## src/rtl/shift_pc_if.sv

```systemverilog
// Bundle of the jump-target generator's data signals.
// The master drives the PC/index fields, and the slave returns the jump targets.
interface shift_pc_if;
  logic [3:0]  PC;
  logic [25:0] A;
  logic        in_vld;
  logic [31:0] S;
  logic [31:0] S_q;
  logic        S_q_vld;

  modport master (
    output PC, A, in_vld,
    input  S, S_q, S_q_vld
  );

  modport slave (
    input  PC, A, in_vld,
    output S, S_q, S_q_vld
  );
endinterface

```

## src/rtl/shift_pc.sv

```systemverilog
// MIPS J/JAL target generator: {PC[31:28], index, 2'b00}.
// It has a combinational target and an optional registered copy with a valid flag.
module shift_pc #(
  parameter bit OUT_REG = 1'b1
) (
  input  logic       clk,
  input  logic       rst,
  shift_pc_if.slave  bus
);

  logic [31:0] target;

  // This is pure concatenation, so the target never leaves the current 256 MB region.
  assign target = {bus.PC, bus.A, 2'b00};
  assign bus.S  = target;

  generate
    if (OUT_REG) begin : g_reg
      logic [31:0] s_q_reg;
      logic        s_q_vld_reg;

      always_ff @(posedge clk) begin
        if (!rst) begin
          s_q_reg     <= 32'h0;
          s_q_vld_reg <= 1'b0;
        end else if (bus.in_vld) begin
          s_q_reg     <= target;
          s_q_vld_reg <= 1'b1;
        end else begin
          // Keep the last target readable but mark it stale.
          s_q_vld_reg <= 1'b0;
        end
      end

      assign bus.S_q     = s_q_reg;
      assign bus.S_q_vld = s_q_vld_reg;
    end else begin : g_noreg
      assign bus.S_q     = 32'h0;
      assign bus.S_q_vld = 1'b0;
    end
  endgenerate

endmodule

```

## src/flat_wrapper.sv

```systemverilog
// flat-port wrapper written by rule: the top's interface ports become plain ports
module shift_pc_flat 
#(
  parameter bit OUT_REG = 1'b1
)
  (clk, rst, bus_PC, bus_A, bus_in_vld, bus_S, bus_S_q, bus_S_q_vld);
  shift_pc_if bus_i ();
  input  logic clk;
  input  logic rst;
  input wire logic [$bits(bus_i.PC)-1:0] bus_PC;
  input wire logic [$bits(bus_i.A)-1:0] bus_A;
  input wire logic [$bits(bus_i.in_vld)-1:0] bus_in_vld;
  output wire logic [$bits(bus_i.S)-1:0] bus_S;
  output wire logic [$bits(bus_i.S_q)-1:0] bus_S_q;
  output wire logic [$bits(bus_i.S_q_vld)-1:0] bus_S_q_vld;
  assign bus_i.PC = bus_PC;
  assign bus_i.A = bus_A;
  assign bus_i.in_vld = bus_in_vld;
  assign bus_S = bus_i.S;
  assign bus_S_q = bus_i.S_q;
  assign bus_S_q_vld = bus_i.S_q_vld;
  shift_pc #(.OUT_REG(OUT_REG)) u_core (.clk(clk), .rst(rst), .bus(bus_i));
endmodule
```

## config.mk

```make
export PLATFORM = sky130hd
export DESIGN_NAME = shift_pc_flat
export DESIGN_NICKNAME = d
export VERILOG_FILES = /design/src/rtl/shift_pc_if.sv /design/src/rtl/shift_pc.sv /design/src/flat_wrapper.sv
export SDC_FILE = /design/constraint.sdc
export NUM_CORES = 1
export LEC_CHECK = 0
export BUFFER_PORTS_ARGS = -buffer_cell sky130_fd_sc_hd__buf_4
export CORE_ASPECT_RATIO = 0.9
export CORE_MARGIN = 5
export CORE_UTILIZATION = 44
export DETAILED_ROUTE_END_ITERATION = 10
export GPL_TIMING_DRIVEN = 1
export PLACE_DENSITY = 0.87
export SYNTH_ARGS = -nofsm -noshare
export SYNTH_HDL_FRONTEND = slang
export SYNTH_SLANG_ARGS = --single-unit
```

## constraint.sdc

```tcl
create_clock -name clk -period 2 [get_ports clk]
set_input_delay 0.2 -clock clk [delete_from_list [all_inputs] [get_ports clk]]
set_output_delay 0.2 -clock clk [all_outputs]
set_load 0.1 [all_outputs]
```

# After elaboration in Yosys (flattened, before gate mapping)
# Index checks and enable logic that the tools add are counted.
[word_totals]
register_bits = 31
out_inout_bits = 65
[classes]
n_mux = 1
[op_table]
columns = ["cell", "count"]
rows = [
  ["$mux 1", 1],
]

# Depth between registers and ports, before layout
[depth]
depth_word = 1
depth_mapped = 4

# Worst setup path before layout
# No wires, ideal clock.
[synth_path]
kind = "register -> register"
start = "reg, netlist name u_core.bus.S_q[10]"
end = "reg u_core.g_reg.s_q_reg[10] (netlist: u_core.bus.S_q[10])"
arrival_time_ps = 1194
slack_ps = 739
path_stages_with_launch = 3
n_path_buf = 0
path_cell_list = "dfxtp_1 > mux2i_1 > nor2b_1"
[synth_lines]
columns = ["item", "line_no", "rtl"]
rows = [
  ["to (signal assigned)", "shift_pc.sv:27", "s_q_reg <= target;"],
  ["to (decl)", "shift_pc.sv:19", "logic [31:0] s_q_reg;"],
]

# Worst setup path after layout
[layout_path]
start = "reg u_core.g_reg.s_q_reg[29] (netlist: u_core.bus.S_q[29])"
end = "out bus_S_q[29]"
[layout_lines]
columns = ["item", "line_no", "rtl"]
rows = [
  ["to (decl)", "flat_wrapper.sv:14", "output wire logic [$bits(bus_i.S_q)-1:0] bus_S_q;"],
]
# No word-level cell between the ends.

==> results.txt <==
- Launch point of the critical path: u_core.bus.S_q[29]
- sky130_fd_sc_hd__dfxtp_1 takes more of the synthesized area than any other cell.
- Series of cell instances along the critical path: buf_4
- The worst hold path belongs to the class in2reg.
- Worst Setup Path Type: reg2out
* Static Leak: 0.0009981 uW
* Area taken by flip-flops and latches: 620.6 sq um
* Achievable Freq: between 800 and 900 MHz
* Final-layout setup total negative slack: 0 ns
* Worst setup path endpoint: bus_S_q[29]
* Maximum buffer depth of the clock tree: 2
* Cell depth of the worst setup path: 1
- Result of the run: complete, no violations
- At the pin with the least slew margin, the transition time is ~0.51 ns.
- Antenna diodes: 0
- Width of the die: between 70 and 80 um
- Remaining global-route overflow: 0
- Between clock sinks in the finished design, the worst skew comes to 0 ns.
* Port-buffer cells: 93
* Footprint of the multi-input gates: around 510 sq um
- The Yosys step of the flow raised 0 warnings.
* Combined area of all synthesized cells: about 1500 sq um
* H-tree depth: 2
* Vias per Instance: 4.300
* Delay-heaviest family, CP: flip-flops
- Clock-pin slew was measured on the worst setup and hold paths at about 0.060 ns.
- Routed len/inst: ~13 um
* I/O pin total: 98
- The count of nets left with antenna violations once routing finished came out at 0.
* CP Max Fanout: 2
- The count of endpoints failing hold in the final timing report is 0.
- Post-CTS timing repair inserted 0 buffers for setup.
* Combined buffer and inverter count along the critical path: 1
- Detailed-router iteration count before antenna repair: 2
* TritonCTS clock tree: built
- The filler cells instantiated in the layout total between 200 and 300.
- Dividing the synthesized area by the synthesized cell count gives about 11 sq um.
- In this run the vertical extent of the chip is about 65 um.
* Distinct cell type count of the synthesized netlist: 9
- The floorplan has 19 rows.
* Area of the die: between 4000 and 5000 sq um
- GP Congestion: 0.7712
* Top area cells in the synthesized netlist: sky130_fd_sc_hd__dfxtp_1, sky130_fd_sc_hd__mux2i_1, sky130_fd_sc_hd__buf_4, sky130_fd_sc_hd__nor2b_1, sky130_fd_sc_hd__buf_12
- In this design, the stage delay of the slowest critical-path cell is around 0.34 ns.
- First-pass GRT wire length: 4919 um
* Clk Latency, worst-skew pair: roughly 0.27 ns
* Worst path slowest cell: sky130_fd_sc_hd__dfxtp_1
* Depth of the worst register-to-register path: 2
* Number of max-capacitance violations reported: 0
- Launch point of the worst reg-to-reg path: u_core.bus.S_q[16]
- Count of mapped cells out of synthesis: 134
* Minimum clock period after layout: between 1 and 1.5 ns
- The initial antenna violation count is 0.
- Clock sink count: 31
- After synthesis, the largest area contributor takes up between 40 and 50% of total cell area.
- After detailed routing, the number of remaining DRC violations is 0.
- CTS placed an instance of sky130_fd_sc_hd__clkbuf_8 at the clock tree root.
* Number of global-route vias before repair: roughly 1000
* NumNets Final: 229
* Slew headroom: about two thirds
- Global routing consumed, over all layers together, between 10% and 20% of the routing resources.
- After detailed routing, the total wire length is about 3200 um.
- Via count: approximately 1000
- Area of the placeable core: between 3000 and 4000 sq um
* Seq/Total Area, Yosys: a little over two fifths
* Endpoint of the worst register-to-register path: u_core.bus.S_q[16]
- FF-to-FF setup slack: approximately 1.4 ns
* Final setup viols: 0
- Across the VDD grid, the largest voltage drop is around 0.53 mV.
- The first routing iteration left 47 violations.
* Pwr/cell area: a little under 1000 nW/um^2
- After layout, the worst path uses 55.65% of the clock period.
- For this configuration, the core starts out at a cell density of a little under half.
- Half-perimeter wire length of the detailed placement result: approximately 2500 um
- Crit. End Element: output port
- The post-route netlist has 50.26% of its cells at a drive strength greater than 1.
- Setup repair after global routing missed its margin: false
- Layout overhead on the synthesized area: 34.11%
- Buffers inserted during clock tree synthesis total 5.
- Post-cts sizing count: 0
- Critical path required time: approximately 1.8 ns
* Sort of element at the start of the critical path: flop
- Count of hold-fix buffers inserted at cts: 0
* Power consumption: about 1900 uW
* Largest net degree at the start of global routing: 32
- Data on the critical path arrives at its endpoint at 0.91 ns.
- Synth Register Bits: 31
- The count of final max-slew check failures is 0.
-- through the flow --
step                hold WS [ns]  cells  util (%)  instance area [sq um]  worst slack [ns]
floorplan                 0.3282    137         -                   1468            0.7393
global placement          0.4661    231     60.39                   1881            0.9563
detailed placement        0.4736    231     60.39                   1881            0.9070
CTS                       0.1883    237     62.72                   1953            0.8654
global route              0.2011    237     62.72                   1953            0.8487
finish                    0.1952    237     62.72                   1953            0.8871
-- cell type report --
cell class	instances	area share [%]
repair buffers	93	35.75
flip-flops and latches	31	31.77
multi-input cells	65	26.07
clock buffers	6	3.716
well taps	42	2.691
-- metal layers --
metal | track usage (%) | share of wire, % | up-vias
met5 | 0 | 0 | -
met4 | 5.634 | 1.3 | 0
li1 | - | - | 510
met2 | 23.25 | 50 | 54
met1 | 14.37 | 37 | 449
met3 | 6.955 | 12 | 6
-- where the power goes --
group          leakage [uW]  switching [uW]  internal, uW  total (uW)
Combinational      0.000705             618           169         787
Sequential         0.000256            18.6           655         674
Clock             0.0000371             195           231         426
Total              0.000998             832          1050        1890
-- cells in the mapped netlist --
| cell | n |
|---|---|
| sky130_fd_sc_hd__nor2b_1 | 30 |
| sky130_fd_sc_hd__conb_1 | 1 |
| sky130_fd_sc_hd__buf_4 | 34 |
| sky130_fd_sc_hd__mux2i_1 | 30 |
| sky130_fd_sc_hd__buf_6 | 1 |
| sky130_fd_sc_hd__and2_1 | 1 |
| sky130_fd_sc_hd__clkbuf_1 | 3 |
| sky130_fd_sc_hd__buf_12 | 3 |
| sky130_fd_sc_hd__dfxtp_1 | 31 |
-- how the worst min path moves through the flow --
stage | startpoint | to | slack, ns | cells past startpoint
final | bus_A[20] | u_core.bus.S_q[22] | 0.20 | 3
after global routing | bus_A[19] | u_core.bus.S_q[21] | 0.20 | 3
after CTS | bus_A[10] | u_core.bus.S_q[12] | 0.19 | 3
after detailed placement | bus_A[10] | u_core.bus.S_q[12] | 0.47 | 3
after global placement | bus_A[11] | u_core.bus.S_q[13] | 0.47 | 3
after floorplan | rst | u_core.bus.S_q[30] | 0.33 | 1
-- registers in the layout (all words and copies together), names as in the netlist --
| name | flops |
|---|---|
| u_core.bus.S_q_vld | 1 |
| u_core.bus.S_q | 30 |
-- cell usage in the layout (no fill, tap or decap) --
master / count
sky130_fd_sc_hd__mux2i_1: 30
sky130_fd_sc_hd__clkbuf_1: 1
sky130_fd_sc_hd__conb_1: 4
sky130_fd_sc_hd__dfxtp_1: 31
sky130_fd_sc_hd__and2_1: 1
sky130_fd_sc_hd__nor2b_1: 30
sky130_fd_sc_hd__buf_4: 93
sky130_fd_sc_hd__clkbuf_8: 5
-- cells by family (layout without fill, tap and decap cells) --
group / count (synthesis) / in the layout / share of synthesized area [%]
simple gates: 31 / 31 / 13.32
other cells: 1 / 4 / 0.2575
buf+inv: 41 / 99 / 23.20
mux: 30 / 30 / 20.62
flops: 31 / 31 / 42.61
No activity file was read; power rests on OpenSTA's default activity.
